[src/rtl/accum_mac_pkg.sv]
// Shared types and elaboration helpers for the pipelined multiply/accumulate block.
package accum_mac_pkg;

    typedef enum logic {
        MODE_MULTIPLY = 1'b0,
        MODE_MAC      = 1'b1
    } mac_mode_e;

    localparam int CNT_W = 16;

    // Per-sample controls carried alongside the operands.
    typedef struct packed {
        mac_mode_e  mode;
        logic       subtract;
        logic       unsigned_a;
        logic       unsigned_b;
        logic       load_acc;
        logic [5:0] shift_right;
        logic       round;
        logic       saturate;
    } mac_ctrl_t;

    function automatic int acc_width(input int a_w, input int b_w, input int guard_w);
        return a_w + b_w + guard_w;
    endfunction

    function automatic int pipe_latency(input int input_reg_en, input int output_reg_en);
        return 1 + input_reg_en + output_reg_en;
    endfunction

endpackage

[src/rtl/accum_mac_postproc.sv]
// Combinational result conditioning: optional round-half-up, arithmetic right shift,
// then saturate or truncate to OUT_W.
module accum_mac_postproc #(
    parameter int ACC_W = 42,
    parameter int OUT_W = 38
) (
    input  logic [ACC_W-1:0] acc,
    input  logic [5:0]       shift_right,
    input  logic             round,
    input  logic             saturate,
    input  logic             sat_signed,
    output logic [OUT_W-1:0] z,
    output logic             clamp
);

    // One extra bit so the rounding increment cannot wrap the accumulator value.
    localparam int EW = ACC_W + 1;

    logic signed [EW-1:0] ext;
    logic signed [EW-1:0] rnd;
    logic signed [EW-1:0] sh;
    logic signed [EW-1:0] hi;
    logic signed [EW-1:0] lo;

    always_comb begin
        ext = EW'($signed(acc));
        rnd = ext;
        sh  = ext;
        if (int'(shift_right) >= ACC_W) begin
            // Everything shifted out: rounding always lands on zero, otherwise sign fill.
            sh = round ? '0 : {EW{ext[EW-1]}};
        end else begin
            if (round && (shift_right != 6'd0)) begin
                rnd = ext + (EW'(1) <<< (shift_right - 6'd1));
            end
            sh = rnd >>> shift_right;
        end

        if (sat_signed) begin
            hi = (EW'(1) <<< (OUT_W - 1)) - EW'(1);
            lo = -(EW'(1) <<< (OUT_W - 1));
        end else begin
            hi = (EW'(1) <<< OUT_W) - EW'(1);
            lo = '0;
        end

        clamp = 1'b0;
        z     = sh[OUT_W-1:0];
        if (saturate) begin
            if (sh > hi) begin
                z     = hi[OUT_W-1:0];
                clamp = 1'b1;
            end else if (sh < lo) begin
                z     = lo[OUT_W-1:0];
                clamp = 1'b1;
            end
        end
    end

endmodule

[src/rtl/accum_mac_pipe.sv]
// Pipelined signed/unsigned multiplier with burst accumulator and result post-processing.
// Stages: optional input register -> product/accumulate register -> optional output register.
module accum_mac_pipe
    import accum_mac_pkg::*;
#(
    parameter int A_W           = 20,
    parameter int B_W           = 18,
    parameter int GUARD_W       = 4,
    parameter int OUT_W         = 38,
    parameter int BURST_LEN     = 16,
    parameter int INPUT_REG_EN  = 1,
    parameter int OUTPUT_REG_EN = 0
) (
    input  logic             clk,
    input  logic             reset,
    input  logic             in_valid,
    input  logic [A_W-1:0]   a,
    input  logic [B_W-1:0]   b,
    input  logic             mode,
    input  logic             subtract,
    input  logic             unsigned_a,
    input  logic             unsigned_b,
    input  logic             load_acc,
    input  logic [5:0]       shift_right,
    input  logic             round,
    input  logic             saturate,
    output logic [OUT_W-1:0] z,
    output logic             out_valid,
    output logic             burst_done,
    output logic             overflow
);

    localparam int ACC_W = acc_width(A_W, B_W, GUARD_W);
    localparam int PW    = A_W + B_W + 2;

    mac_ctrl_t      in_ctrl;
    mac_ctrl_t      s1_ctrl;
    logic           s1_valid;
    logic [A_W-1:0] s1_a;
    logic [B_W-1:0] s1_b;

    always_comb begin
        in_ctrl.mode        = mac_mode_e'(mode);
        in_ctrl.subtract    = subtract;
        in_ctrl.unsigned_a  = unsigned_a;
        in_ctrl.unsigned_b  = unsigned_b;
        in_ctrl.load_acc    = load_acc;
        in_ctrl.shift_right = shift_right;
        in_ctrl.round       = round;
        in_ctrl.saturate    = saturate;
    end

    if (INPUT_REG_EN != 0) begin : g_in_reg
        always_ff @(posedge clk or negedge reset) begin
            if (!reset) begin
                s1_valid <= 1'b0;
                s1_a     <= '0;
                s1_b     <= '0;
                s1_ctrl  <= '0;
            end else begin
                s1_valid <= in_valid;
                if (in_valid) begin
                    s1_a    <= a;
                    s1_b    <= b;
                    s1_ctrl <= in_ctrl;
                end
            end
        end
    end else begin : g_in_comb
        assign s1_valid = in_valid;
        assign s1_a     = a;
        assign s1_b     = b;
        assign s1_ctrl  = in_ctrl;
    end

    logic signed [A_W:0]   a_ext;
    logic signed [B_W:0]   b_ext;
    logic signed [PW-1:0]  prod;
    logic [ACC_W-1:0]      prod_acc;
    logic [ACC_W-1:0]      addend;
    logic [ACC_W-1:0]      acc_d;
    logic [ACC_W-1:0]      acc_q;
    logic [CNT_W-1:0]      cnt_q;
    logic [CNT_W-1:0]      cnt_inc;
    logic                  is_mac;
    logic                  fresh;
    logic                  wrap;

    always_comb begin
        a_ext    = {(s1_ctrl.unsigned_a ? 1'b0 : s1_a[A_W-1]), s1_a};
        b_ext    = {(s1_ctrl.unsigned_b ? 1'b0 : s1_b[B_W-1]), s1_b};
        prod     = PW'(a_ext) * PW'(b_ext);
        prod_acc = ACC_W'(prod);
        addend   = s1_ctrl.subtract ? -prod_acc : prod_acc;
        is_mac   = (s1_ctrl.mode == MODE_MAC);
        // MULTIPLY keeps the counter at zero, so a switch into MAC always opens a new burst.
        fresh    = !is_mac || s1_ctrl.load_acc || (cnt_q == '0);
        acc_d    = fresh ? addend : (acc_q + addend);
        cnt_inc  = fresh ? CNT_W'(1) : (cnt_q + CNT_W'(1));
        wrap     = is_mac && (cnt_inc == CNT_W'(BURST_LEN));
    end

    logic       s2_valid;
    logic       s2_bd;
    logic [5:0] s2_shift;
    logic       s2_round;
    logic       s2_sat;
    logic       s2_sat_signed;
    logic       s2_load;

    always_ff @(posedge clk or negedge reset) begin
        if (!reset) begin
            s2_valid      <= 1'b0;
            s2_bd         <= 1'b0;
            acc_q         <= '0;
            cnt_q         <= '0;
            s2_shift      <= '0;
            s2_round      <= 1'b0;
            s2_sat        <= 1'b0;
            s2_sat_signed <= 1'b0;
            s2_load       <= 1'b0;
        end else begin
            s2_valid <= s1_valid;
            s2_bd    <= s1_valid && wrap;
            if (s1_valid) begin
                acc_q         <= acc_d;
                cnt_q         <= (!is_mac || wrap) ? '0 : cnt_inc;
                s2_shift      <= s1_ctrl.shift_right;
                s2_round      <= s1_ctrl.round;
                s2_sat        <= s1_ctrl.saturate;
                s2_sat_signed <= !(s1_ctrl.unsigned_a && s1_ctrl.unsigned_b);
                s2_load       <= s1_ctrl.load_acc;
            end
        end
    end

    logic [OUT_W-1:0] pp_z;
    logic             pp_clamp;

    accum_mac_postproc #(
        .ACC_W (ACC_W),
        .OUT_W (OUT_W)
    ) u_postproc (
        .acc         (acc_q),
        .shift_right (s2_shift),
        .round       (s2_round),
        .saturate    (s2_sat),
        .sat_signed  (s2_sat_signed),
        .z           (pp_z),
        .clamp       (pp_clamp)
    );

    // Sticky history of earlier results; the current result folds in its own clamp.
    logic ov_hist_q;
    logic ov_now;

    assign ov_now = (s2_load ? 1'b0 : ov_hist_q) | pp_clamp;

    always_ff @(posedge clk or negedge reset) begin
        if (!reset) begin
            ov_hist_q <= 1'b0;
        end else if (s2_valid) begin
            ov_hist_q <= ov_now;
        end
    end

    if (OUTPUT_REG_EN != 0) begin : g_out_reg
        always_ff @(posedge clk or negedge reset) begin
            if (!reset) begin
                z          <= '0;
                out_valid  <= 1'b0;
                burst_done <= 1'b0;
                overflow   <= 1'b0;
            end else begin
                out_valid  <= s2_valid;
                burst_done <= s2_bd;
                if (s2_valid) begin
                    z        <= pp_z;
                    overflow <= ov_now;
                end
            end
        end
    end else begin : g_out_comb
        assign z          = pp_z;
        assign out_valid  = s2_valid;
        assign burst_done = s2_bd;
        assign overflow   = ov_now;
    end

endmodule

[config.mk]
export PLATFORM = sky130hd
export DESIGN_NAME = accum_mac_pipe
export DESIGN_NICKNAME = d
export VERILOG_FILES = /design/src/rtl/accum_mac_pkg.sv /design/src/rtl/accum_mac_postproc.sv /design/src/rtl/accum_mac_pipe.sv
export SDC_FILE = /design/constraint.sdc
export NUM_CORES = 2
export LEC_CHECK = 0
export CORE_MARGIN = 4
export CORE_UTILIZATION = 59
export DETAILED_ROUTE_END_ITERATION = 8
export PLACE_DENSITY = 0.84
export RECOVER_POWER = 50
export SKIP_CTS_REPAIR_TIMING = 1
export SYNTH_ARGS = -nofsm -noshare
export SYNTH_HDL_FRONTEND = slang
export SYNTH_SLANG_ARGS = --single-unit
[constraint.sdc]
create_clock -name clk -period 10.7 [get_ports clk]
set_input_delay 1.605 -clock clk [delete_from_list [all_inputs] [get_ports clk]]
set_output_delay 1.605 -clock clk [all_outputs]
set_load 0.005 [all_outputs]
Yosys cells after proc, flatten, opt, wreduce, memory -nomap -nowiden
Cells that the tools add are included.
{"block": "op_classes", "n_eq_ne": 1, "n_reduce_logical": 11, "muxes": 19, "order_cmp": 3, "add_sub_neg": 5, "mul": 1, "n_shift": 2, "n_bitwise": 1}
{"operator": "$mux W43", "n": 5}
{"operator": "$mux W38", "n": 4}
{"operator": "$mux W42", "n": 2}
{"operator": "$add A42 B43 Y43", "n": 1}
{"operator": "$gt A43 B39 Y1", "n": 1}
{"operator": "$lt A43 B43 Y1", "n": 1}
{"operator": "$sshl A2 B6 Y43 const A", "n": 1}
{"operator": "$sshr A43 B6 Y43", "n": 1}
{"operator": "$add A42 B42 Y42", "n": 1}
{"operator": "$neg A42 Y42", "n": 1}
{"operator": "$mul A21 B19 Y40", "n": 1}
{"operator": "$mux W16", "n": 2}
{"operator": "$add A16 B1 Y16 const B", "n": 1}
{"operator": "$eq A16 B5 Y1 const B", "n": 1}
{"operator": "$logic_not A16 Y1", "n": 1}
{"operator": "$ge A6 B6 Y1 const B", "n": 1}
{"operator": "$mux W1", "n": 6}
{"operator": "$reduce_bool A6 Y1", "n": 1}
{"operator": "$sub A6 B1 Y6 const B", "n": 1}
{"operator": "$logic_and A1 B1 Y1", "n": 4}
{"operator": "$logic_or A1 B1 Y1", "n": 3}
{"operator": "$logic_not A1 Y1", "n": 2}
{"operator": "$or A1 B1 Y1", "n": 1}
{"block": "totals", "input_bits": 54, "elab_cells": 64, "register_bits": 123}

Longest topological paths before layout
{"block": "logic_depth", "depth_word": 12, "mapped_depth": 45}

Cells and area by module
Synthesis repeated with hierarchy kept, for this count alone.
{"block": "unflattened", "hier_cells": 4144, "hier_area_um2": 33030.4}
{"module": "accum_mac_pipe", "area_per_inst_um2": 23532.6, "cells_per_inst": 2637, "instances": 1}
{"module": "accum_mac_postproc", "area_per_inst_um2": 9497.9, "cells_per_inst": 1507, "instances": 1}

Worst setup path before layout
OpenSTA, ideal clock, no wires.
{"block": "synth_timing", "path_kind": "reg-to-reg", "start": "register s1_a[0]", "end": "register acc_q[41]", "setup_ns": 0.133, "t_arrival_ns": 9.500, "stages_incl_launch_ff": 38, "path_slack_ns": 1.067, "cell_sequence": "dfrtp_1 -> clkbuf_1 -> or2_2 -> fa_1 -> fa_1 -> inv_1 -> fa_1 -> fa_1 -> fa_1 -> fa_1 -> inv_1 -> fa_1 -> inv_1 -> ha_1 -> clkbuf_1 -> a21oi_1 -> o21ai_0 -> or3b_2 -> [2 not listed] -> or4_1 -> or2_2 -> or4_1 -> clkbuf_1 -> nand2_1 -> xnor2_1 -> ha_1 -> a21o_1 -> a21oi_1 -> nor2_1 -> a21oi_1 -> o31ai_1 -> o41a_1 -> nand4_1 -> nand3b_1 -> nand4b_1 -> mux2_2 -> nand4b_1"}
{"block": "synth_via", "elab_chain_cells": 5}
{"element": "from (decl)", "line_no": "accum_mac_pipe.sv:39", "text": "logic [A_W-1:0] s1_a;"}
{"element": "from (signal assigned)", "line_no": "accum_mac_pipe.sv:57", "text": "s1_a <= '0;"}
{"element": "from (signal assigned)", "line_no": "accum_mac_pipe.sv:63", "text": "s1_a <= a;"}
{"element": "$mul A21 B19 Y40 (*)", "line_no": "accum_mac_pipe.sv:92", "text": "prod = PW'(a_ext) * PW'(b_ext);"}
{"element": "$neg A42 Y42", "line_no": "accum_mac_pipe.sv:94", "text": "addend = s1_ctrl.subtract ? -prod_acc : prod_acc;"}
{"element": "$mux W42 (*)", "line_no": "accum_mac_pipe.sv:94"}
{"element": "$add A42 B42 Y42", "line_no": "accum_mac_pipe.sv:98", "text": "acc_d = fresh ? addend : (acc_q + addend);"}
{"element": "$mux W42 (*)", "line_no": "accum_mac_pipe.sv:98"}
{"element": "to (signal assigned)", "line_no": "accum_mac_pipe.sv:115", "text": "acc_q <= '0;"}
{"element": "to (signal assigned)", "line_no": "accum_mac_pipe.sv:126", "text": "acc_q <= acc_d;"}
{"element": "to (decl)", "line_no": "accum_mac_pipe.sv:82", "text": "logic [ACC_W-1:0] acc_q;"}
Every way passes the cells marked *; elsewhere a longest branch is shown, timed or not.
A chain may end at the register's enable or synchronous reset.

Worst setup path in the final report
{"block": "layout_timing", "start": "register s2_shift[0]", "end": "output z[9]"}
{"block": "layout_via", "elab_chain_cells": 11, "word_cells_on_any_way": 15}
{"element": "from (decl)", "line_no": "accum_mac_pipe.sv:105", "text": "logic [5:0] s2_shift;"}
{"element": "from (signal assigned)", "line_no": "accum_mac_pipe.sv:128", "text": "s2_shift <= s1_ctrl.shift_right;"}
{"element": "$sub A6 B1 Y6", "line_no": "accum_mac_postproc.sv:34", "text": "rnd = ext + (EW'(1) <<< (shift_right - 6'd1));"}
{"element": "$sshl A2 B6 Y43", "line_no": "accum_mac_postproc.sv:34"}
{"element": "$add A42 B43 Y43", "line_no": "accum_mac_postproc.sv:34"}
{"element": "$mux W43", "line_no": "accum_mac_postproc.sv:33", "text": "if (round && (shift_right != 6'd0)) begin"}
{"element": "$mux W43", "line_no": "accum_mac_postproc.sv:29", "text": "if (int'(shift_right) >= ACC_W) begin"}
{"element": "$sshr A43 B6 Y43", "line_no": "accum_mac_postproc.sv:36", "text": "sh = rnd >>> shift_right;"}
{"element": "$mux W43 (*)", "line_no": "accum_mac_postproc.sv:29"}
{"element": "$lt A43 B43 Y1", "line_no": "accum_mac_postproc.sv:53", "text": "end else if (sh < lo) begin"}
{"element": "$mux W38", "line_no": "accum_mac_postproc.sv:53"}
{"element": "$mux W38", "line_no": "accum_mac_postproc.sv:50", "text": "if (sh > hi) begin"}
{"element": "$mux W38 (*)", "line_no": "accum_mac_postproc.sv:49", "text": "if (saturate) begin"}
{"element": "to (decl)", "line_no": "accum_mac_pipe.sv:27", "text": "output logic [OUT_W-1:0] z,"}
Every way passes the cells marked *; elsewhere a longest branch is shown, timed or not. The select of a mux whose other input is x is not followed.

==> summary.txt <==
Floorplanning
  • Placeable Area: 52870 µm²
  • Cell row count: 84
  • Die ar.: 57420 µm²
  • Die Y: 239.6 µm
  • Starting density of the core: 59.87%
  • DIE WIDTH: 239.6 µm
  • I/O pin count: 95

Drt
  • Per-cell routed wire length: 22.39 µm
  • Vias per std cell: 6.454
  • Routed vias: 30020
  • Drt pass-1 iters: 9
  • Post-DRT Antenna Nets: 0
  • Drt first-iter violations: 3131
  • DRT Wirelength: 104.2 mm
  • DRC Markers: 1

GRT
  • Initial antenna violation count: 1
  • GR Util met3: 7.507%
  • GRT Overall Usage: 36.51%
  • First-pass GRT wire length: 164.6 mm
  • Vias in the first global route: 30090
  • Pin count of the biggest net entering global routing: 73
  • GR peak layer: met2
  • Met1 track demand over resource: 44.38%
  • Met2 Usage GRT: 60.43%
  • Overflow after GRT: 0

Synthesis
  • Number of synthesized register bits: 123
  • Async set-reset flop share out of synthesis: 100.0%
  • Largest area contributor in the synthesized netlist: fa_1
  • Yosys top cell area share: 25.62%
  • Syn nets: 4611
  • Post-synthesis sequential area ratio: 9.725%
  • Top_reg_cell synth: dfrtp_1
  • Mean post-synth cell area: 8.035 µm²
  • Yosys warning total: 0
  • Cells after Synth: 3939
  • EDFF count, synth: 0
  • Post-synthesis cell area: 31650 µm²
  • Distinct cell type count of the synthesized netlist: 113
  • Synth top area cells: fa_1 26%, dfrtp_1 9.7%, ha_1 8.4%

Cells and area
  • Nets: 4622
  • Ratio of cells with drive above 1 in the final layout: 8.302%
  • Syn-to-layout area delta: 7.811%
  • Commonest non-fill, non-tap cell in the layout: nand2_1
  • Leading cell types in the layout, fill and taps excluded: 508 x nand2_1, 469 x inv_1, 405 x fa_1

Worst setup path
  • CP Launch Type: flop
  • CP Buf/Inv Count: 2
  • Family with the most delay on the worst path: simple AND/OR/NAND/NOR gates
  • Crit-path max FO: 29
  • Kind of critical path: reg -> out
  • CP endpoint kind: primary output
  • Worst-path cell chain: nand2_1 -> nor3_1 -> ha_1 -> a21oi_1 -> o21ai_1 -> a22oi_1 -> nand3_1 -> and4_1 -> o21a_1 -> o21ai_2 -> nand2_1 -> mux4_2 -> mux2i_1 -> o221ai_1 -> or4_4 -> a2111oi_0 -> and4_1 -> nand3b_1 -> buf_12 -> o21ai_0 -> clkdlybuf4s50_1
  • Slowest CP cell: dfrtp_1
  • Worst path max stage delay: 0.93 ns
  • CP arrival: 8.71 ns
  • Worst EP required: 9.10 ns

CTS
  • CTS clk-pin slew, worst paths: 0.06 ns
  • Max clock buf depth: 2
  • Clock Root Buffer: clkbuf_16
  • TritonCTS clock tree: done
  • Cts bufs inserted: 17
  • Clock Latency Late Sink: 0.50 ns
  • Sink Count: 123
  • H-tree Lvls: 4

STA
  • Slew @ Worst Pin: 4.231 ns
  • Fmax: 96.93 MHz
  • Final count of hold timing violations: 0
  • Unrepaired setup endpoints after global routing: false
  • Crit share post-route: 96.42%
  • Fin. max-slew vios: 211
  • # setup viols final: 0
  • Setup WS post-layout: 0.3831 ns
  • Fin crit period: 10.32 ns
  • Relative slew slack: -182.1%
  • Fin Clk Skew: 0.02010 ns
  • Setup_tns: 0 ns

Place
  • Post-place setup slack: 0.2998 ns
  • GP Congestion: 1.042
  • Count of input and output buffers: 94
  • Hpwl dp: 83.42 mm

Flow run
  • Total of max-cap violations: 4

Outcome
  • Failing checks: design-rule violations, max-capacitance violations, max-slew violations
  • Status: finished with violations

Min path
  • Worst hold path type: reg -> reg
## cell type report
| cell class | instances | area [µm²] |
|---|---|---|
| clock inverter | 15 | 150.1 |
| inverter | 472 | 1772 |
| timing repair buffer | 229 | 1944 |
| sequential | 123 | 3089 |
| tap | 688 | 860.8 |
| clock buffer | 17 | 425.4 |
| multi-input combinational | 3107 | 25880 |
| antenna | 1 | 2.502 |
| fill | 4319 | 18740 |
## worst register-to-register path: cells and delay by family (launching register included)
family          cells  cell delay, ns
buf+inv             3            0.34
mux                 1            0.16
xor+xnor            2            0.33
flops               1            0.49
fa+ha+maj           9            4.08
compound gates     10            1.96
simple gates       11            2.73
## worst paths after layout
| path | endpoint | startpoint | slack, ns | depth (start not counted) |
|---|---|---|---|---|
| setup reg to reg | acc_q[41]$_DFFE_PN0P_ | s1_a[7]$_DFFE_PN0P_ | 0.48 | 36 |
| hold / removal | s2_shift[1]$_DFFE_PN0P_ | s1_ctrl[3]$_DFFE_PN0P_ | 0.48 | 2 |
| max in group asynchronous | s2_shift[1]$_DFFE_PN0P_ | reset | 3.03 | 2 |
| min in group asynchronous | s1_valid$_DFF_PN0_ | reset | 2.60 | 1 |
| setup / recovery | z[9] | s2_shift[0]$_DFFE_PN0P_ | 0.38 | 21 |
| hold reg to reg | s2_shift[1]$_DFFE_PN0P_ | s1_ctrl[3]$_DFFE_PN0P_ | 0.48 | 2 |
## sequential cells by signal, summed over array words and instances, names as in the netlist
signal	flops
acc_q	42
s1_a	20
s1_b	18
cnt_q	16
s1_ctrl	12
s2_shift	6
burst_done	1
is_mac	1
out_valid	1
ov_hist_q	1
s1_valid	1
s2_load	1
s2_round	1
s2_sat	1
s2_sat_signed	1
## cell families (layout without fill, tap and decap cells)
kind of cell	count (synthesis)	count (layout)	synth area share, %
AOI/OAI and AO/OA	891	891	18.76
xor gates and xnor gates	127	127	3.538
adders and majority gates	618	618	34.04
buffers and inverters	709	733	8.748
DFF	123	123	9.725
muxes	116	116	4.451
other	0	1	0
and+or+nand+nor	1355	1355	20.74
## layer usage
layer  part of all wire [%]  routed length, µm
met1                     37              38540
met2                     48              49490
met3                    8.8               9125
met4                    6.7               7028
met5                      0                  0
## cells in the mapped netlist, types with 11 or more instances
master / number
nor3_1: 94
or2_2: 21
o21ai_0: 188
a211o_1: 13
a21o_1: 45
o31ai_1: 29
xnor2_1: 92
and3_1: 34
o21bai_1: 14
buf_2: 32
mux4_2: 13
xor2_1: 34
a211oi_1: 34
or4_1: 15
clkbuf_1: 171
o21a_1: 43
nor4_1: 24
nand3_1: 67
a21oi_1: 200
dfrtp_1: 123
nor2_1: 247
a31oi_1: 37
ha_1: 213
mux2_2: 67
nor2b_1: 14
buf_4: 12
and2_1: 172
fa_1: 405
inv_1: 468
nand2_1: 508
o211ai_1: 33
o21ai_1: 46
nand4_1: 38
or3_1: 29
buf_1: 19
a22o_1: 11
mux2i_1: 35
o22ai_1: 16
o221ai_1: 22
nand2b_1: 32
## metrics by stage
step / area (µm²) / utilization, % / std cells / hold WS, ns
after global placement: 33510 / 63.39 / 4619 / 0.4587
after floorplan: 31650 / - / 3939 / 0.4446
after detailed placement: 33510 / 63.39 / 4619 / 0.4758
final: 34120 / 64.55 / 4652 / 0.4786
after global routing: 34120 / 64.54 / 4651 / 0.5056
after CTS: 34090 / 64.48 / 4651 / 0.4858
Power is left out: the tool's default activity adds up to more than one toggle a clock period on the data nets, which glitch-free logic cannot reach.
